$ cat src/rtl/unary_pkg.sv
// Shared types and helpers for the unary accumulator.
// Optional saturating mode is selected by the UNARY_ADD_SAT_EN macro in unary_accum_n.
package unary_pkg;

    typedef enum logic [1:0] {
        READ  = 2'd0,
        WRITE = 2'd1,
        DONE  = 2'd2
    } unary_state_t;

    // Widest vector popcount_f accepts; callers zero-extend narrower vectors.
    localparam int unsigned POP_MAX_W = 64;

    // Beat sum width: one bit wider than the counter so a single wrap is visible.
    function automatic int unsigned sum_width_f(input int unsigned cnt_w);
        return cnt_w + 1;
    endfunction

    // Reference population count over a zero-extended vector.
    function automatic int unsigned popcount_f(input logic [POP_MAX_W-1:0] v);
        int unsigned n;
        n = 0;
        for (int i = 0; i < int'(POP_MAX_W); i++) begin
            n = n + 32'(v[i]);
        end
        return n;
    endfunction

endpackage

$ cat src/rtl/unary_popcount.sv
// Combinational adder tree counting the set bits of an N_CH-wide unary vector.
module unary_popcount #(
    parameter int unsigned N_CH  = 2,
    parameter int unsigned OUT_W = $clog2(N_CH + 1)
) (
    input  logic [N_CH-1:0]  din,
    output logic [OUT_W-1:0] cnt
);

    localparam int unsigned LVL    = $clog2(N_CH);
    localparam int unsigned LEAVES = 2 ** LVL;

    logic [LEAVES-1:0] din_pad;
    logic [OUT_W-1:0]  node [2*LEAVES-1];

    // Leaves hold single bits (zero padded to a power of two); each parent sums its two children.
    always_comb begin
        din_pad = LEAVES'(din);
        for (int i = 0; i < int'(LEAVES); i++) begin
            node[int'(LEAVES) - 1 + i] = OUT_W'(din_pad[i]);
        end
        for (int i = int'(LEAVES) - 2; i >= 0; i--) begin
            node[i] = node[2*i+1] + node[2*i+2];
        end
    end

    assign cnt = node[0];

endmodule

$ cat src/rtl/unary_accum_n.sv
// N-channel unary accumulator with serial unary read-out and done strobe.
// Define UNARY_ADD_SAT_EN for a saturating counter with a sticky sat flag (C then stays 0).
module unary_accum_n
    import unary_pkg::*;
#(
    parameter int unsigned N_CH  = 2,
    parameter int unsigned CNT_W = 2
) (
    input  logic            clk,
    input  logic            rst_n,
    input  logic            en,
    input  logic            clr,
    input  logic [N_CH-1:0] din,
    input  logic            din_valid,
    input  logic            din_last,
    output logic            din_ready,
    output logic            dout,
    output logic            C,
    output logic            done,
    output logic            busy
`ifdef UNARY_ADD_SAT_EN
    ,
    output logic            sat
`endif
);

    localparam int unsigned POP_W = $clog2(N_CH + 1);
    localparam int unsigned SUM_W = sum_width_f(CNT_W);

    unary_state_t     state;
    logic [CNT_W-1:0] count;
    logic [POP_W-1:0] pop;
    logic [SUM_W-1:0] sum;
    logic             accept;

    unary_popcount #(
        .N_CH  (N_CH),
        .OUT_W (POP_W)
    ) u_popcount (
        .din (din),
        .cnt (pop)
    );

    // Handshake and status decode straight from state.
    assign din_ready = (state == READ);
    assign busy      = (state != READ);
    assign accept    = en && din_valid && din_ready;
    assign sum       = SUM_W'(pop) + SUM_W'(count);

    // FSM, counter and registered pulse outputs; pulses default low every cycle.
    always_ff @(posedge clk or negedge rst_n) begin
        if (!rst_n) begin
            state <= READ;
            count <= '0;
            dout  <= 1'b0;
            C     <= 1'b0;
            done  <= 1'b0;
`ifdef UNARY_ADD_SAT_EN
            sat   <= 1'b0;
`endif
        end else if (clr) begin
            state <= READ;
            count <= '0;
            dout  <= 1'b0;
            C     <= 1'b0;
            done  <= 1'b0;
`ifdef UNARY_ADD_SAT_EN
            sat   <= 1'b0;
`endif
        end else begin
            dout <= 1'b0;
            C    <= 1'b0;
            done <= 1'b0;
            if (en) begin
                case (state)
                    READ: begin
                        if (accept) begin
`ifdef UNARY_ADD_SAT_EN
                            if (sum[CNT_W]) begin
                                count <= '1;
                                sat   <= 1'b1;
                            end else begin
                                count <= sum[CNT_W-1:0];
                            end
`else
                            count <= sum[CNT_W-1:0];
                            C     <= sum[CNT_W];
`endif
                            if (din_last) begin
                                state <= WRITE;
                            end
                        end
                    end
                    WRITE: begin
                        if (count != '0) begin
                            dout  <= 1'b1;
                            count <= count - CNT_W'(1);
                        end else begin
                            state <= DONE;
                        end
                    end
                    DONE: begin
                        done  <= 1'b1;
                        count <= '0;
                        state <= READ;
`ifdef UNARY_ADD_SAT_EN
                        sat   <= 1'b0;
`endif
                    end
                    default: begin
                        state <= READ;
                        count <= '0;
                    end
                endcase
            end
        end
    end

endmodule
$ cat config.mk
export PLATFORM = sky130hd
export DESIGN_NAME = unary_accum_n
export DESIGN_NICKNAME = d
export VERILOG_FILES = /design/src/rtl/unary_pkg.sv /design/src/rtl/unary_popcount.sv /design/src/rtl/unary_accum_n.sv
export SDC_FILE = /design/constraint.sdc
export NUM_CORES = 1
export LEC_CHECK = 0
export CORE_AREA = 8 8 45 47
export DETAILED_ROUTE_END_ITERATION = 10
export DIE_AREA = 0 0 53 55
export SLEW_MARGIN = 30
export SYNTH_ARGS = -nofsm -noshare
export SYNTH_HDL_FRONTEND = slang
export SYNTH_SLANG_ARGS = --single-unit
$ cat constraint.sdc
create_clock -name clk -period 2.4 [get_ports clk]
set_input_delay 0.48 -clock clk [delete_from_list [all_inputs] [get_ports clk]]
set_output_delay 0.48 -clock clk [all_outputs]
set_load 0.02 [all_outputs]
==> impl_metrics.py, run 1 <==
metrics = {
    "synth": {
        "ys_warn_count": 0,
        "ys_async_sr_fraction": 1.00,
        "yosys_most_used_dff": "dfrtp_1",
        "syn-num-nets": 55,
        "synth_edf_count": 0,
        "syn_area_per_cell_sq_um": 9.84,
        "ys_top_cells_by_count": "dfrtp_1 (7), nand2_1 (5), inv_1 (3)",
        "synth_top_area_frac": 0.405,
        "netlist_top_cells_area": "dfrtp_1 (40%), ha_1 (5.8%), fa_1 (4.6%)",
        "ys_seq_elements": 7,
        "synth_top_area_cell": "dfrtp_1",
        "syn_inst": 44,
        "synth-seq-area-share": 0.405,
        "yosysMostFrequentCell": "dfrtp_1",
        "synth.distinct_cells": 24,
        "syn-cell-area_sq_um": 433,
    },
    "cts": {
        "cts.htree.levels": 1,
        "postCtsSetupRepairBufs": 0,
        "cts_tree": "done",
        "clk_path_buf_depth": 2,
        "cts_buffers": 3,
        "clkLatencyLatePin_ns": 0.25,
        "clk_pin_slew_worst_paths_ns": 0.05,
        "holdBufCountCts": 0,
        "cts.sink_count": 7,
        "root_buffer": "clkbuf_4",
        "cts_resized": 0,
    },
    "timing": {
        "period_needed_ns": 2.05,
        "fin_worst_skew_ns": 0.000443,
        "finalSetupViolations": 0,
        "grt_setup_unrepaired": "no",
        "period_share": 0.854,
        "fmax_ghz": 0.488,
        "hold_viol": 0,
        "timing.setup.tns_ns": 0,
        "slew_violations": 0,
        "slew_headroom": 0.779,
        "worstMarginPinSlew_ns": 0.331,
    },
    "cells_and_area": {
        "nFillCells": 146,
        "final_cells": 74,
        "utilization": 0.421,
        "drive_gt1_frac": 0.103,
        "fin_nets": 70,
        "antenna-diode-count": 0,
        "area_growth_pct": 34.7,
    },
    "placement": {
        "dp.cells": 70,
        "globalplace.congestion": 0.812,
        "dpl.hpwl_um": 695,
        "numPortBuffers": 12,
    },
    "power_and_ir_drop": {
        "ir_drop_mv": 0.135,
        "powerDensity_nw_per_um2": 511,
        "p_leak_nw": 0.242,
    },
    "global_routing": {
        "antenna_found_initial": 0,
        "overflow": 0,
        "grt_pass1_wl_mm": 1.44,
        "grt_use_total": 0.0698,
        "grt_pass1_vias": 314,
        "grt_max_degree": 11,
    },
    "floorplanning": {
        "num_io_pins": 13,
        "core_sq_um": 1380,
        "initial_core_util": 0.313,
        "die_area_sq_um": 2920,
        "fp-row-count": 14,
        "die_y_um": 55,
        "die_x_um": 53,
    },
    "critical_path": {
        "path_max_fanout": 9,
        "r2r_start": "count[0]$_DFFE_PN0P_",
        "cp-startpoint": "state[0]$_DFFE_PN0P_",
        "crit_path_end_kind": "primary output",
        "startpoint_type": "flip-flop",
        "cpPeakStageDelay_ns": 0.63,
        "cpLargestDelayFamily": "buffers and inverters",
        "crit_slowest_cell": "clkdlybuf4s50_1",
        "crit_type": "flip-flop to primary output",
        "path_buf_inv": 1,
        "critical_path.cell_chain": "nor2_2 -> clkdlybuf4s50_1",
        "critPathRequiredTime_ns": 1.92,
        "crit_arrival_ns": 1.57,
    },
    "drt": {
        "num_vias": 358,
        "via_per_inst": 4.84,
        "wire_per_inst_um": 12.3,
        "antenna_left": 0,
        "dr.pass1.iters": 4,
        "routed_wl_um": 910,
        "drtIter0Drc": 1,
        "drc_errors": 0,
    },
    "min_path": {
        "hp-class": "primary input to asynchronous set/reset pin",
    },
    "flow_run": {
        "max_cap_viol_count": 0,
    },
    "outcome": {
        "status": "finished clean",
    },
}
==> layer usage <==
metal / up-vias / global-route usage / wire [um]
li1: 181 / - / -
met1: 165 / 0.0833 / 413
met2: 10 / 0.0898 / 406
met3: 2 / 0.0160 / 71
met4: 0 / 0.0905 / 19
met5: - / 0 / 0
==> sequential cells by signal (all words and copies together) (netlist names) <==
register / count
C: 1
state: 2
dout: 1
done: 1
count: 2
==> power by group <==
group          switching (W)  leakage, nW  internal, W
Combinational      0.0000303        0.131    0.0000338
Sequential        0.00000683       0.0966     0.000123
Clock              0.0000408       0.0150    0.0000633
==> placed cells by master (no fill, tap or decap), types with 2 or more instances in the layout <==
cell type        count
nor3b_1              2
nor2_1               2
inv_1                3
a41oi_1              2
clkbuf_4             3
a21oi_1              2
clkdlybuf4s50_1     12
ha_1                 2
dfrtp_1              7
nand2b_1             2
o31ai_1              2
o21ai_0              2
nand2_1              5
==> cell type report <==
type | instances | area [sq um] | share of cell area
repair buffers | 12 | 120 | 0.206
clock buffers | 4 | 26.3 | 0.0451
inverters | 3 | 11.3 | 0.0193
well taps | 16 | 20.0 | 0.0343
multi-input cells | 32 | 230 | 0.395
flip-flops and latches | 7 | 175 | 0.300
==> per-stage QoR <==
stage	cell area [sq um]	hold slack, ns	setup WS, ns	total power [W]
finish	583	0.483	0.350	0.000298
global route	583	0.500	0.263	0.000319
CTS	583	0.492	0.331	0.000305
detailed placement	557	0.607	0.425	0.000196
global placement	557	0.607	0.452	0.000197
floorplan	433	0.184	0.918	0.000169
==> final timing paths <==
path | to | slack (ns) | cells after the start
setup / recovery | din_ready | 0.35 | 2
hold / removal | done$_DFF_PN0_ | 0.48 | 1
setup reg to reg | count[1]$_DFFE_PN0P_ | 0.98 | 4
hold reg to reg | count[1]$_DFFE_PN0P_ | 0.61 | 2
max in group asynchronous | C$_DFF_PN0_ | 1.69 | 1
min in group clk | count[1]$_DFFE_PN0P_ | 0.61 | 2
==> logic make-up (layout without fill, tap and decap cells) <==
| kind of cell | count (synthesis) | count (layout) | synth area share |
|---|---|---|---|
| adder cells (fa/ha/maj) | 3 | 3 | 0.104 |
| AO/OA/AOI/OAI | 8 | 8 | 0.121 |
| AND/OR/NAND/NOR | 20 | 20 | 0.283 |
| buffers and inverters | 5 | 19 | 0.0636 |
| flip-flops | 7 | 7 | 0.405 |
| multiplexers | 1 | 1 | 0.0231 |
Power figures use the tool's default switching activity.
==> run 2: changes to the inputs <==
--- a/config.mk
+++ b/config.mk
@@ -7,2 +7,3 @@
 export LEC_CHECK = 0
+export CAP_MARGIN = 15
 export CORE_AREA = 8 8 45 47
--- a/constraint.sdc
+++ b/constraint.sdc
@@ -3,2 +3,2 @@
 set_output_delay 0.48 -clock clk [all_outputs]
-set_load 0.02 [all_outputs]
+set_load 0.05 [all_outputs]
==> run 2 against run 1 <==
Highest routed layer unchanged. Design area unchanged. Global-route usage increased by 0.81 points. Flip-flop and latch count unchanged. Maximum frequency decreased by 9.4%. Clock power increased by 9%. Count of clock-buffer cells in the layout unchanged. Clock skew increased by 0.00077 ns. Combinational power increased by 10%.
==> impl_metrics.py, run 2 (synthesis gave the netlist of run 1 again) <==
metrics = {
    "outcome": {
        "status": "finished clean",
    },
    "placement": {
        "globalplace.congestion": 0.748,
        "dp_slack_ns": 0.411,
        "dpl.hpwl_um": 739,
        "numPortBuffers": 12,
    },
    "drt": {
        "dr.pass1.iters": 4,
        "drc_errors": 0,
        "routed_wl_um": 991,
        "drtIter0Drc": 2,
        "num_vias": 373,
        "antenna_left": 0,
        "via_per_inst": 5.04,
        "wire_per_inst_um": 13.4,
    },
    "timing": {
        "finalSetupViolations": 0,
        "period_needed_ns": 2.26,
        "slew_headroom": 0.668,
        "final.setup.worst_slack_ns": 0.137,
        "period_share": 0.943,
        "hold_viol": 0,
        "worstMarginPinSlew_ns": 0.496,
        "grt_setup_unrepaired": "no",
        "fin_worst_skew_ns": 0.00121,
        "fmax_ghz": 0.442,
        "timing.setup.tns_ns": 0,
        "slew_violations": 0,
    },
    "floorplanning": {
        "core_sq_um": 1380,
        "die_area_sq_um": 2920,
        "initial_core_util": 0.313,
        "num_io_pins": 13,
        "fp-row-count": 14,
        "die_y_um": 55,
        "die_x_um": 53,
    },
    "global_routing": {
        "grt_use_total": 0.0779,
        "grt_pass1_wl_mm": 1.66,
        "grt_max_degree": 11,
        "antenna_found_initial": 0,
        "grt_pass1_vias": 381,
        "overflow": 0,
    },
    "cells_and_area": {
        "multi_input_area_sq_um": 230,
        "fin_nets": 70,
        "nFillCells": 153,
        "final_cell_mix": "clkdlybuf4s50_1 (12), dfrtp_1 (7), nand2_1 (5)",
        "mostFrequentLayoutCell": "clkdlybuf4s50_1",
        "reg_top3": "count x2, state x2",
        "seqCellArea_sq_um": 175,
        "antenna-diode-count": 0,
        "area_growth_pct": 34.7,
        "drive_gt1_frac": 0.103,
    },
    "cts": {
        "cts.sink_count": 7,
        "cts_tree": "done",
        "root_buffer": "clkbuf_4",
        "postCtsSetupRepairBufs": 0,
        "clk_path_buf_depth": 2,
        "clk_pin_slew_worst_paths_ns": 0.05,
        "cts.htree.levels": 1,
        "holdBufCountCts": 0,
        "clkLatencyLatePin_ns": 0.26,
        "cts_buffers": 3,
        "cts_resized": 0,
    },
    "critical_path": {
        "r2r-end": "count[1]$_DFFE_PN0P_",
        "r2r_start": "count[0]$_DFFE_PN0P_",
        "crit_type": "flip-flop to primary output",
        "crit_arrival_ns": 1.78,
        "crit_path_end_kind": "primary output",
        "startpoint_type": "flip-flop",
        "r2r_slack_ns": 0.96,
        "crit_path_end": "din_ready",
        "ff2ff_path_depth": 4,
        "cp-startpoint": "state[0]$_DFFE_PN0P_",
        "critPathRequiredTime_ns": 1.92,
        "path_max_fanout": 9,
    },
    "min_path": {
        "hp-class": "primary input to asynchronous set/reset pin",
    },
    "power_and_ir_drop": {
        "ir_drop_mv": 0.189,
        "p_leak_nw": 0.242,
        "powerDensity_nw_per_um2": 537,
    },
    "flow_run": {
        "max_cap_viol_count": 0,
    },
}
run 2: cell counts in the layout (fill, tap and decap cells not counted):
No cell type changed its count.
run 2: where the power goes:
part / leakage, nW / internal (W) / switching [W]
clock network: 0.0150 / 0.0000638 / 0.0000491
logic: 0.131 / 0.0000335 / 0.0000372
registers: 0.0966 / 0.000123 / 0.00000638
run 2: cell type report:
class / count / share of cell area
clock buffer: 4 / 0.0451
tap: 16 / 0.0343
sequential: 7 / 0.300
inverter: 3 / 0.0193
timing repair buffer: 12 / 0.206
multi-input combinational: 32 / 0.395
run 2: critical path, stage by stage (launching register included):
cell and delay, ns:
dfrtp_1 0.47, nor2_2 0.21, clkdlybuf4s50_1 0.83
run 2: worst min path at each step:
stage	slack (ns)	depth (start not counted)	endpoint
floorplan	0.18	0	C$_DFF_PN0_
global placement	0.58	2	count[1]$_DFFE_PN0P_
detailed placement	0.59	2	count[1]$_DFFE_PN0P_
CTS	0.50	1	C$_DFF_PN0_
global route	0.51	1	count[1]$_DFFE_PN0P_
finish	0.49	1	count[1]$_DFFE_PN0P_
run 2: metrics by stage:
step	cells	hold slack (ns)	total power [W]	utilization	area, sq um
2_1_floorplan	44	0.184	0.000174	-	433
3_3_place_gp	70	0.583	0.000203	0.402	557
3_5_place_dp	70	0.586	0.000202	0.402	557
4_1_cts	74	0.503	0.000313	0.421	583
5_1_grt	74	0.513	0.000334	0.421	583
6_report	74	0.491	0.000313	0.421	583
run 2: routing by layer:
layer | vias up | part of all wire | GRT usage
met5 | - | 0 | 0
met4 | 0 | 0.040 | 0.0776
met1 | 170 | 0.46 | 0.0937
met3 | 5 | 0.073 | 0.0187
met2 | 17 | 0.43 | 0.109
li1 | 181 | - | -
==> run 3: changes to the inputs <==
Settings changed: ABC_AREA set to 1, MAX_ROUTING_LAYER set to met4.
==> run 3 against run 2 <==
Routed wire length grew 1.3%. Die area is the same. Via count grew 19%. Design area grew 13%. Critical endpoint unchanged. Clock power shrank 8%. Critical path depth is the same. Critical path type unchanged. Non-clock buffer count is the same.
==> impl_metrics.py, run 3 <==
metrics = {
    "outcome": {
        "status": "finished clean",
    },
    "timing": {
        "hold_viol": 0,
        "final.setup.worst_slack_ns": 0.255,
        "worstMarginPinSlew_ns": 0.496,
        "finalSetupViolations": 0,
        "slew_headroom": 0.668,
        "slew_violations": 0,
        "holdWs_ns": 0.496,
        "period_needed_ns": 2.15,
        "fmax_ghz": 0.466,
        "fin_worst_skew_ns": 0.000792,
        "period_share": 0.894,
        "grt_setup_unrepaired": "no",
        "timing.setup.tns_ns": 0,
    },
    "critical_path": {
        "crit_arrival_ns": 1.67,
        "startpoint_type": "flip-flop",
        "path_buf_inv": 1,
        "crit_path_end_kind": "primary output",
        "crit_type": "flip-flop to primary output",
        "critPathRequiredTime_ns": 1.92,
        "path_max_fanout": 4,
        "crit_slowest_cell": "clkdlybuf4s50_1",
        "cpLargestDelayFamily": "buffers and inverters",
        "cpPeakStageDelay_ns": 0.83,
        "critical_path.cell_chain": "nor2_2 -> clkdlybuf4s50_1",
    },
    "cts": {
        "holdBufCountCts": 0,
        "cts_tree": "done",
        "postCtsSetupRepairBufs": 0,
        "clk_path_buf_depth": 2,
        "root_buffer": "clkbuf_4",
        "cts.htree.levels": 1,
        "cts.sink_count": 7,
        "clkLatencyLatePin_ns": 0.24,
        "clk_pin_slew_worst_paths_ns": 0.05,
        "cts_resized": 0,
        "cts_buffers": 3,
    },
    "floorplanning": {
        "num_io_pins": 13,
        "core_sq_um": 1380,
        "die_y_um": 55,
        "initial_core_util": 0.363,
        "fp-row-count": 14,
        "die_x_um": 53,
        "die_area_sq_um": 2920,
    },
    "global_routing": {
        "grt_pass1_wl_mm": 1.76,
        "grt_pass1_vias": 399,
        "grt_use_total": 0.0831,
        "overflow": 0,
        "grt_max_degree": 10,
        "antenna_found_initial": 0,
    },
    "synth": {
        "muxShareOfSynthArea": 0,
        "ys_seq_elements": 7,
        "synth_top_family_by_area": "simple AND/OR/NAND/NOR gates",
        "ys_async_sr_fraction": 1.00,
        "yosysMostFrequentCell": "nand2_1",
        "netlist_top_cells_area": "dfrtp_1 (35%), nand2_1 (13%), inv_1 (6.0%)",
        "syn_inst": 64,
        "synth-seq-area-share": 0.348,
        "synthXorXnorAreaFrac": 0,
        "yosys_most_used_dff": "dfrtp_1",
        "synth_top_area_frac": 0.348,
        "synth_top_area_cell": "dfrtp_1",
        "ys_top_cells_by_count": "nand2_1 (18), inv_1 (8), dfrtp_1 (7)",
        "syn-num-nets": 75,
        "synth_compound_area_frac": 0.0572,
        "synth_edf_count": 0,
        "syn_area_per_cell_sq_um": 7.86,
        "ys_warn_count": 0,
        "syn-cell-area_sq_um": 503,
        "synth.distinct_cells": 20,
        "synthSimpleGateAreaFrac": 0.408,
        "synthAdderAreaFrac": 0.0896,
    },
    "min_path": {
        "hp-class": "primary input to asynchronous set/reset pin",
    },
    "power_and_ir_drop": {
        "power.switching_w": 0.000349,
        "ir_drop_mv": 0.622,
        "p_leak_nw": 0.338,
        "p_int_w": 0.000362,
        "p_clk_frac": 0.147,
        "powerDensity_nw_per_um2": 1080,
        "switching_share": 0.490,
        "seq_power_share": 0.260,
        "pwr-share-comb": 0.593,
    },
    "drt": {
        "wire_per_inst_um": 10.6,
        "via_per_inst": 4.68,
        "num_vias": 445,
        "routed_wl_mm": 1.00,
        "drtIter0Drc": 6,
        "antenna_left": 0,
        "drc_errors": 0,
        "dr.pass1.iters": 4,
    },
    "placement": {
        "dp_slack_ns": 0.454,
        "globalplace.congestion": 0.818,
        "numPortBuffers": 12,
        "placed_area_sq_um": 632,
        "dp.cells": 91,
        "dpl.hpwl_um": 835,
    },
    "cells_and_area": {
        "final_cell_mix": "nand2_1 (18), clkdlybuf4s50_1 (12), inv_1 (8)",
        "reg_top3": "count x2, state x2",
        "postLayoutCellArea_sq_um": 658,
        "fin_nets": 91,
        "antenna-diode-count": 0,
        "area_growth_pct": 30.8,
        "final_cells": 95,
        "drive_gt1_frac": 0.215,
        "mostFrequentLayoutCell": "nand2_1",
    },
    "flow_run": {
        "max_cap_viol_count": 0,
    },
}
run 3: cell count changes after synthesis, moves of 3 or more:
cell     before  now
nand3_1       1    4
inv_1         3    8
nand2_2       0    3
nand2_1       5   18
run 3: final timing paths:
kind | endpoint | from | cells past startpoint | slack [ns]
worst min register to register | done$_DFF_PN0_ | state[0]$_DFFE_PN0P_ | 1 | 0.50
worst min-delay path | dout$_DFF_PN0_ | rst_n | 1 | 0.50
min in group clk | done$_DFF_PN0_ | state[0]$_DFFE_PN0P_ | 1 | 0.50
max in group asynchronous | done$_DFF_PN0_ | rst_n | 1 | 1.67
worst max register to register | count[1]$_DFFE_PN0P_ | count[0]$_DFFE_PN0P_ | 6 | 1.02
worst max-delay path | din_ready | state[1]$_DFFE_PN0P_ | 2 | 0.25
run 3: layer usage:
layer / track usage / vias to the layer above / part of all wire
met5: - / - / 0
met4: 0.0517 / 0 / 0.020
met3: 0.0187 / 2 / 0.064
met2: 0.117 / 13 / 0.43
met1: 0.105 / 199 / 0.48
li1: - / 231 / -
run 3: kinds of logic (layout without fill, tap and decap cells):
kind of cell | count (synthesis) | after routing
adder cells (fa/ha/maj) | 3 | 3
AND/OR/NAND/NOR | 39 | 39
AO/OA/AOI/OAI | 4 | 4
buffers and inverters | 11 | 26
flip-flops | 7 | 7
run 3: through the flow:
step / utilization / power (W)
after global placement: 0.457 / 0.000608
after CTS: 0.476 / 0.000719
after floorplan: - / 0.000499
after global routing: 0.476 / 0.000774
after detailed placement: 0.457 / 0.000612
final: 0.476 / 0.000711
run 3: area by class of cell:
class	count	area [sq um]
flip-flops and latches	7	175
fillers	161	726
multi-input cells	46	279
clock buffers	4	26.3
inverters	10	37.5
repair buffers	12	120
well taps	16	20.0
run 3: power groups by stage:
stage,registers (W),logic [W],clock network (W)
floorplan,0.000192,0.000307,0
global route,0.000189,0.000470,0.000115
global placement,0.000186,0.000422,0
finish,0.000185,0.000422,0.000104
detailed placement,0.000187,0.000425,0
CTS,0.000184,0.000427,0.000107
